### config.mk
export PLATFORM = sky130hd
export DESIGN_NAME = music_score_player
export DESIGN_NICKNAME = d
export VERILOG_FILES = /design/src/rtl/music_score_player.sv
export SDC_FILE = /design/constraint.sdc
export NUM_CORES = 1
export LEC_CHECK = 0
export ABC_AREA = 1
export BUFFER_PORTS_ARGS = -buffer_cell sky130_fd_sc_hd__buf_2
export CORE_MARGIN = 1
export CORE_UTILIZATION = 36
export DETAILED_ROUTE_END_ITERATION = 8
export PLACE_DENSITY = 0.52
export SLEW_MARGIN = 20
export SYNTH_ARGS = -nofsm -noshare
export SYNTH_HDL_FRONTEND = slang
export SYNTH_SLANG_ARGS = --single-unit
export TNS_END_PERCENT = 10
### constraint.sdc
create_clock -name Clock -period 6.4 [get_ports Clock]
set_clock_uncertainty 0.05 [all_clocks]
set_input_delay 1.28 -clock Clock [delete_from_list [all_inputs] [get_ports Clock]]
set_output_delay 1.28 -clock Clock [all_outputs]
set_load 0.05 [all_outputs]
### src/rtl/music_score_player.sv
// Score memory with a built-in sequencer: presents each stored (key, duration) entry
// for its length in beat ticks, with optional looping and host rewrites at any time.
module music_score_player #(
    parameter int KEY_BITS  = 4,
    parameter int TIME_BITS = 4,
    parameter int ADDR_BITS = 5,
    parameter int DEPTH     = 20
) (
    input  logic                 Clock,
    input  logic                 Reset,
    input  logic                 WriteEnable,
    input  logic [ADDR_BITS-1:0] WriteAddress,
    input  logic [KEY_BITS-1:0]  KeyIn,
    input  logic [TIME_BITS-1:0] TimeIn,
    input  logic                 Start,
    input  logic                 Stop,
    input  logic                 Loop,
    input  logic                 BeatTick,
    output logic [KEY_BITS-1:0]  Key,
    output logic                 Playing,
    output logic                 NoteStrobe,
    output logic                 Done,
    output logic [ADDR_BITS-1:0] Position
);

    // One extra bit so DEPTH == 2**ADDR_BITS still compares correctly.
    localparam logic [ADDR_BITS:0]   DEPTH_W  = (ADDR_BITS + 1)'(DEPTH);
    localparam logic [ADDR_BITS-1:0] LAST_POS = ADDR_BITS'(DEPTH - 1);

    typedef enum logic [1:0] {IDLE, FETCH, PLAY, DONE} state_t;

    state_t               state;
    logic [TIME_BITS-1:0] remaining;
    logic [KEY_BITS-1:0]  key_mem  [0:DEPTH-1];
    logic [TIME_BITS-1:0] time_mem [0:DEPTH-1];
    logic [KEY_BITS-1:0]  fetch_key;
    logic [TIME_BITS-1:0] fetch_time;

    function automatic logic [KEY_BITS-1:0] default_key(input int idx);
        case (idx)
            0, 5, 6, 10: return KEY_BITS'(1);
            1, 4, 7, 9:  return KEY_BITS'(2);
            2, 3, 8:     return KEY_BITS'(3);
            default:     return '0;
        endcase
    endfunction

    function automatic logic [TIME_BITS-1:0] default_time(input int idx);
        if (idx == 0 || idx == 10) return TIME_BITS'(2);
        if (idx >= 1 && idx <= 9)  return TIME_BITS'(1);
        return '0;
    endfunction

    // Reset restores the default tune, overriding any host edits.
    always_ff @(posedge Clock or posedge Reset) begin
        if (Reset) begin
            for (int i = 0; i < DEPTH; i++) begin
                key_mem[i]  <= default_key(i);
                time_mem[i] <= default_time(i);
            end
        end else if (WriteEnable && ({1'b0, WriteAddress} < DEPTH_W)) begin
            key_mem[WriteAddress]  <= KeyIn;
            time_mem[WriteAddress] <= TimeIn;
        end
    end

    // Asynchronous read sees pre-write contents on a same-cycle write.
    assign fetch_key  = key_mem[Position];
    assign fetch_time = time_mem[Position];

    always_ff @(posedge Clock or posedge Reset) begin
        if (Reset) begin
            state      <= IDLE;
            remaining  <= '0;
            Key        <= '0;
            Playing    <= 1'b0;
            NoteStrobe <= 1'b0;
            Done       <= 1'b0;
            Position   <= '0;
        end else begin
            NoteStrobe <= 1'b0;
            if (Stop) begin
                state     <= IDLE;
                remaining <= '0;
                Key       <= '0;
                Playing   <= 1'b0;
                Done      <= 1'b0;
                Position  <= '0;
            end else begin
                case (state)
                    IDLE, DONE: begin
                        if (Start) begin
                            Position <= '0;
                            Done     <= 1'b0;
                            Playing  <= 1'b1;
                            state    <= FETCH;
                        end
                    end
                    FETCH: begin
                        if (fetch_time != '0) begin
                            Key        <= fetch_key;
                            remaining  <= fetch_time;
                            NoteStrobe <= 1'b1;
                            state      <= PLAY;
                        end else if (Loop && Position != '0) begin
                            Position <= '0;
                        end else begin
                            Key     <= '0;
                            Done    <= 1'b1;
                            Playing <= 1'b0;
                            state   <= DONE;
                        end
                    end
                    PLAY: begin
                        if (BeatTick) begin
                            remaining <= remaining - 1'b1;
                            if (remaining == TIME_BITS'(1)) begin
                                if (Position != LAST_POS) begin
                                    Position <= Position + 1'b1;
                                    state    <= FETCH;
                                end else if (Loop && Position != '0) begin
                                    Position <= '0;
                                    state    <= FETCH;
                                end else begin
                                    Key     <= '0;
                                    Done    <= 1'b1;
                                    Playing <= 1'b0;
                                    state   <= DONE;
                                end
                            end
                        end
                    end
                    default: state <= IDLE;
                endcase
            end
        end
    end

endmodule

# Word level (Yosys, flattened, before mapping)
# Index checks and enable logic that the tools add are counted.
# classes
addsub	2
magnitude_cmp	4
eq_ne	12
mux	57
bitwise_logic	2
reduce_logical	13
# ops
operator	count
80-bit bitwise mux	2
4-bit 2-to-1 mux	14
4-bit binary-select mux with 5-bit select	2
5-bit 2-to-1 mux	7
4-bit demux with 5-bit select	1
3-bit inequality test, second input constant	6
1-bit 2-to-1 mux	17
2-bit 2-to-1 mux	8
4-bit case mux with 2 select lines	2
5-bit case mux with 3 select lines	1
6-bit greater-or-equal comparator, second input constant	2
5-bit inverter with 6-bit output	2
4-bit AND reduction	3
6-bit by 1-bit less-than comparator with 1-bit output, second input constant	1
1-bit case mux with 3 select lines	2
2-bit case mux with 3 select lines	1
5-bit by 1-bit adder with 5-bit output, second input constant	1
5-bit less-than comparator, second input constant	1
5-bit inequality test, second input constant	1
5-bit AND reduction	1
5-bit nonzero test	1
2-bit == test, second input constant	2
4-bit by 1-bit == test with 1-bit output, second input constant	1
4-bit inequality test, second input constant	1
8 further kinds	10
# totals
ff_bits	178
in_bits	20
out_inout_bits	12

# Logic depth before layout (Yosys ltp)
# Gate-level depths: netlist (run 1).
# depth
ltp_word	8
mapped_depth	18
ltp_nobuf	17

# Least setup slack after synthesis (run 1)
# OpenSTA, ideal clock, no wires.
# synth_path
kind	input port to flip-flop
from	in WriteEnable
to	reg key_mem[16] in the netlist's numbering
arrival_ns	2.309
t_required_ns	6.217
slack_ns	3.908
cell_stages	6
path_buffers	2
path_cell_list	inv_1 -> nor3_1 -> and2_1 -> clkbuf_1 -> buf_2 -> a21oi_1
# synth_between
elab_chain_len	1
# synth_rtl
element	line	source
start, declared	11	input logic WriteEnable,
1-bit logical AND	61	end else if (WriteEnable && ({1'b0, WriteAddress} < DEPTH_W)) begin
end signal, assigned by index	58	key_mem[i] <= default_key(i);
end signal, assigned by index	62	key_mem[WriteAddress] <= KeyIn;
end, declared	34	logic [KEY_BITS-1:0] key_mem [0:DEPTH-1];
# No other way between the ends.
# A chain may end at the register's enable or synchronous reset.

# Worst setup path after layout (run 1)
# layout_path
from	reg Position[0]
to	out Position[0]
# layout_rtl
element	line	source
start, declared	23	output logic [ADDR_BITS-1:0] Position
start signal, assigned	119	Position <= Position + 1'b1;
# No word-level cell between the ends.

==> results of run 1 <==
[cell type report]
| cell class | instances | area share, % |
|---|---|---|
| Tap cell | 319 | 4.15 |
| Timing Repair Buffer | 35 | 1.93 |
| Sequential cell | 178 | 46.7 |
| Clock buffer | 24 | 5.01 |
| Clock inverter | 8 | 1.07 |
| Multi-Input combinational cell | 801 | 38.1 |
| Inverter | 76 | 3.04 |
[power by group]
group | total [mW] | switching, mW | internal [mW] | leakage, nW
Combinational | 0.746 | 0.503 | 0.243 | 2.03
Clock | 1.05 | 0.445 | 0.608 | 0.281
Sequential | 1.50 | 0.125 | 1.37 | 2.24
Total | 3.29 | 1.07 | 2.22 | 4.55
[synthesized netlist by cell type (8+ instances only)]
master / n / area [sq um]
nand2_1: 390 / 1460
o21ai_1: 8 / 40.0
inv_1: 71 / 267
o21ai_0: 182 / 911
buf_2: 19 / 95.1
buf_6: 8 / 90.1
a21oi_1: 37 / 185
nor3_1: 9 / 45.0
clkbuf_1: 33 / 124
dfstp_2: 25 / 657
nor2_1: 55 / 206
nand3_1: 65 / 325
dfrtp_1: 153 / 3830
[flip-flops by register name (all words and copies together) (netlist names)]
signal      count
key_mem        80
time_mem       80
Position        5
Key             4
remaining       4
state           2
Done            1
NoteStrobe      1
Playing         1
[critical path, stage by stage (launching register included)]
cell and delay [ns]:
dfrtp_2 0.79, buf_4 0.65, buf_2 0.38
[through the flow]
stage                     util [%]  hold WS [ns]  cell area [sq um]  std cells  power [mW]
after floorplan                  -         0.398               8780       1119        2.07
after global placement        38.1         0.408               9030       1409        2.25
after detailed placement      38.1         0.414               9030       1409        2.26
after CTS                     40.6         0.431               9620       1441        3.32
after global routing          40.6         0.447               9620       1441        3.51
final                         40.6         0.422               9620       1441        3.29
[routing by layer]
layer  routed length [um]  vias up  GRT usage (%)  part of all wire [%]
li1                     -     3593              -                     -
met1                12100     3408           29.4                    50
met2                11200      104           32.2                    46
met3                  681       13           3.34                   2.8
met4                  158        0           4.12                  0.66
met5                    0        -              0                     0
[worst paths after layout]
| kind | to | depth (start not counted) |
|---|---|---|
| setup / recovery | Position[0] | 2 |
| hold / removal | Done | 2 |
| setup reg to reg | Position[0] | 16 |
| hold reg to reg | Done | 2 |
| max in group asynchronous | Position[0] | 3 |
| min in group asynchronous | time_mem[21] | 2 |
[kinds of logic after synthesis]
family	Yosys count	synth area share, %
DFF	178	51.1
and+or+nand+nor	535	25.0
AOI/OAI and AO/OA	256	15.5
xor gates and xnor gates	4	0.399
buffers and inverters	140	7.10
adders and majority gates	6	0.855
==> impl_metrics.csv, run 1 <==
group,metric,value,unit
floorplan,die_width,158,um
floorplan,die_y,158,um
setup_path,critPathRequiredTime,5.07,ns
sta,setup_ws,2.80,ns
synth,synth_edf_count,0,
route,postRouteAntennaNets,0,
finish,drive_gt1_share,9.89,%
grt,overflow,0,
grt,grt_pass1_wl,38100,um
cts,cts_root_buf,"clkbuf_16",
floorplan,core,0.0237,sq mm
route,wirelength,24100,um
cts,cts_hold_buf,0,
setup_path,arrival,2.27,ns
finish,n_antenna_cell,0,
finish,seqCellArea,0.00449,sq mm
sta,setup_viol,0,
setup_path,r2r_setup_slack,3.28,ns
pwr,pwr_density_cell,342,mW/mm^2
setup_path,reg2reg_from,"Position[0]",
finish,multi_input_area,0.00367,sq mm
job,maxCapViolCount,0,
placement,port_buffers,31,
floorplan,start_util,37.1,%
sta,tns,0,ns
cts,numCtsBuffers,17,
synth,syn-cell-area,0.00878,sq mm
cts,clk_pin_slew_worst_paths,0.07,ns
route,vias,7118,
synth,synth_nets,1145,
setup_path,cp-end-kind,"output port",
cts,cts_setup_buffers,0,
sta,layout_min_cycle_time,3.60,ns
route,dr.pass1.iters,5,
pwr,ir_drop,138,uV
cts,insertion_delay,0.43,ns
finish,syn_to_final_growth,9.58,%
route,drt_iter0_markers,552,
placement,routabilityCongestion,0.819,
setup_path,cp_max_fo,57,
min_path,hp-start,"Done",
finish,fin_nets,1135,
floorplan,num_io_pins,32,
setup_path,worstSetupStartpoint,"Position[0]",
setup_path,crit_path_start_kind,"register",
sta,slew_violations,0,
synth,syn_avg_cell_area,7.84,sq um
finish,mostFrequentLayoutCell,"nand2_1",
grt,antenna_found_initial,0,
sta,timing.slew.headroom,41.1,%
route,drt-vias-per-instance,4.94,
cts,clkSinkCount,178,
grt,grt_pass1_vias,6536,
synth,synth-main-ff-cell,"dfrtp_1",
placement,post-place-ws,3.25,ns
setup_path,crit_type,"register to output port",
cts,cts_resized,0,
cts,htreeDepth,4,
placement,dp.final_hpwl,15300,um
sta,fin_crit_sh,56.2,%
floorplan,dieArea,0.0250,sq mm
route,wl_per_cell,16.7,um
cts,cts_buffer_depth,2,
finish,layout_common_cells,"nand2_1, o21ai_0, dfrtp_1",
synth,synthCells,1119,
pwr,leakagePower,4.55,nW
synth,ys_seq_area_share,51.1,%
cts,tritoncts,"done",
sta,grt_setup_unrepaired,"false",
finish,final.fill_count,2508,
sta,max_freq,0.278,GHz
synth,yosysWarningCount,0,
sta,worst_pin_slew,0.883,ns
outcome,outcome,"completed",
grt,grt_max_degree,80,
min_path,holdCritPathClass,"register to register",
sta,hold_viol,0,
route,drc_errors,0,
synth,synthArstFlopShare,100,%
synth,synth-seq-cells,178,
grt,grtUsageTotal,20.4,%
synth,synthDistinctLibCells,39,
floorplan,rows,56,
Note: power is estimated with default switching activity, not from simulation.
==> run 2, diff against run 1 <==
clock period = 3 ns   (was 6.4 ns; I/O delays follow)
==> run 2 against run 1 <==
Cell area is 2.5% higher. Global-route usage up 0.22 points. Critical endpoint is now Position[2]. Routed wire length rose by 1.5%. Sequential power increased by 110%. Final cell count up 2.2%. Critical path depth increased by 7. Via count rose by 2.0%. Combinational power is 120% higher. Core utilization increased by 1.0 points. Register-to-register slack worse by 2.9 ns. Total power grew 110%. Die area unchanged.
==> impl_metrics.csv, run 2 (synthesis results as in run 1) <==
group,metric,value,unit
finish,final.fill_count,2497,
route,wirelength,24400,um
route,vias,7262,
floorplan,start_util,37.1,%
setup_path,r2r-end,"Position[2]",
finish,syn_to_final_growth,12.3,%
sta,worst_pin_slew,0.846,ns
grt,grt.busiest_layer,"met2",
floorplan,rows,56,
cts,cts_resized,0,
finish,n_antenna_cell,0,
finish,mostFrequentLayoutCell,"nand2_1",
floorplan,num_io_pins,32,
sta,grt_setup_unrepaired,"false",
cts,clk_pin_slew_worst_paths,0.07,ns
cts,cts_buffer_depth,2,
setup_path,cp_max_fo,60,
cts,cts_setup_buffers,0,
sta,timing.slew.headroom,43.6,%
route,dr.pass1.iters,5,
finish,largestRegisters,"key_mem x80, time_mem x80, Position x5",
job,maxCapViolCount,0,
cts,cts_hold_buf,0,
sta,setup_ws,0.342,ns
cts,cts_root_buf,"clkbuf_16",
finish,post-route-util,41.6,%
finish,fin_nets,1166,
cts,insertion_delay,0.44,ns
sta,hold_viol,0,
placement,port_buffers,31,
cts,tritoncts,"done",
pwr,leakagePower,4.69,nW
setup_path,r2r_setup_slack,0.34,ns
grt,grt_max_degree,113,
floorplan,die_width,158,um
route,drt-vias-per-instance,4.93,
route,drc_errors,0,
grt,grt_pass1_wl,38500,um
route,postRouteAntennaNets,0,
placement,post-place-ws,0.397,ns
sta,setup_viol,0,
sta,layout_min_cycle_time,2.66,ns
grt,grtUsageTotal,20.7,%
finish,layout_common_cells,"nand2_1, o21ai_0, dfrtp_1",
floorplan,dieArea,0.0250,sq mm
sta,slew_violations,0,
sta,holdWs,0.265,ns
grt,grtUsageMet2,32.5,%
sta,max_freq,0.376,GHz
route,drt_iter0_markers,514,
setup_path,critPathRequiredTime,3.31,ns
cts,htreeDepth,4,
setup_path,rr_worst_depth,9,
min_path,holdCritPathClass,"input port to async pin",
sta,tns,0,ns
grt,antenna_found_initial,0,
setup_path,reg2reg_from,"Position[0]",
pwr,pwr_density_cell,711,mW/mm^2
setup_path,cp-end-kind,"register",
finish,drive_gt1_share,12.7,%
grt,grt_use_met1,29.0,%
placement,dp.final_hpwl,15600,um
setup_path,arrival,2.97,ns
grt,overflow,0,
setup_path,crit_type,"register to register",
setup_path,worstSetupStartpoint,"Position[0]",
outcome,outcome,"completed",
grt,met3_usage,3.67,%
cts,numCtsBuffers,17,
route,wl_per_cell,16.6,um
sta,fin_crit_sh,88.6,%
placement,routabilityCongestion,0.835,
grt,grt_pass1_vias,6741,
floorplan,core,0.0237,sq mm
cts,clkSinkCount,178,
setup_path,crit_path_end,"Position[2]",
pwr,ir_drop,377,uV
setup_path,crit_path_start_kind,"register",
floorplan,die_y,158,um
[run 2: cell count changes in the layout (fill, tap and decap cells not counted), sizes merged]
cell and change:
inv +6, buf +31, bufinv -1, clkbuf -7, clkinv +1, clkinvlp +1
[run 2: metal layers]
layer	vias up	routed length [um]
li1	3658	-
met1	3461	11800
met2	127	11500
met3	16	856
met4	0	271
met5	-	0
[run 2: power by group]
part	total, mW	internal (mW)	switching (mW)
clock	2.21	1.17	1.04
sequential	3.18	2.92	0.264
combinational	1.61	0.541	1.07
total	7.01	4.63	2.38
[run 2: worst min path at each step]
stage	start	endpoint	slack, ns	cells after the start
finish	Reset	time_mem[31]	0.27	3
global route	Reset	key_mem[25]	0.29	3
CTS	Reset	time_mem[31]	0.27	3
detailed placement	key_mem[2]	key_mem[2]	0.42	2
global placement	Done	Done	0.41	2
floorplan	time_mem[4]	time_mem[4]	0.40	2
[run 2: cell type report]
cell class	instances	area, sq um	share of cell area [%]
Multi-Input combinational cell	801	3670	37.2
Clock buffer	17	425	4.31
Tap cell	319	399	4.05
Sequential cell	178	4490	45.5
Clock inverter	15	144	1.46
Inverter	76	292	2.96
Timing Repair Buffer	66	443	4.49
[run 2: stage by stage]
| stage | instance area, sq um | power [mW] | std cells |
|---|---|---|---|
| 3_3_place_gp | 9290 | 4.83 | 1440 |
| 5_1_grt | 9860 | 7.46 | 1472 |
| 2_1_floorplan | 8780 | 4.42 | 1119 |
| 3_5_place_dp | 9290 | 4.85 | 1440 |
| 4_1_cts | 9860 | 7.08 | 1472 |
| 6_report | 9860 | 7.01 | 1472 |
[run 2: worst max-delay path, cell delays in order, from the launching register on]
cell and delay, ns:
dfrtp_2 0.44, inv_4 0.49, buf_4 0.36, ha_1 0.18, nand3_1 0.09, nand2_1 0.24, inv_1 0.20, o32ai_1 0.26
nand2_1 0.10, o21ai_2 0.14
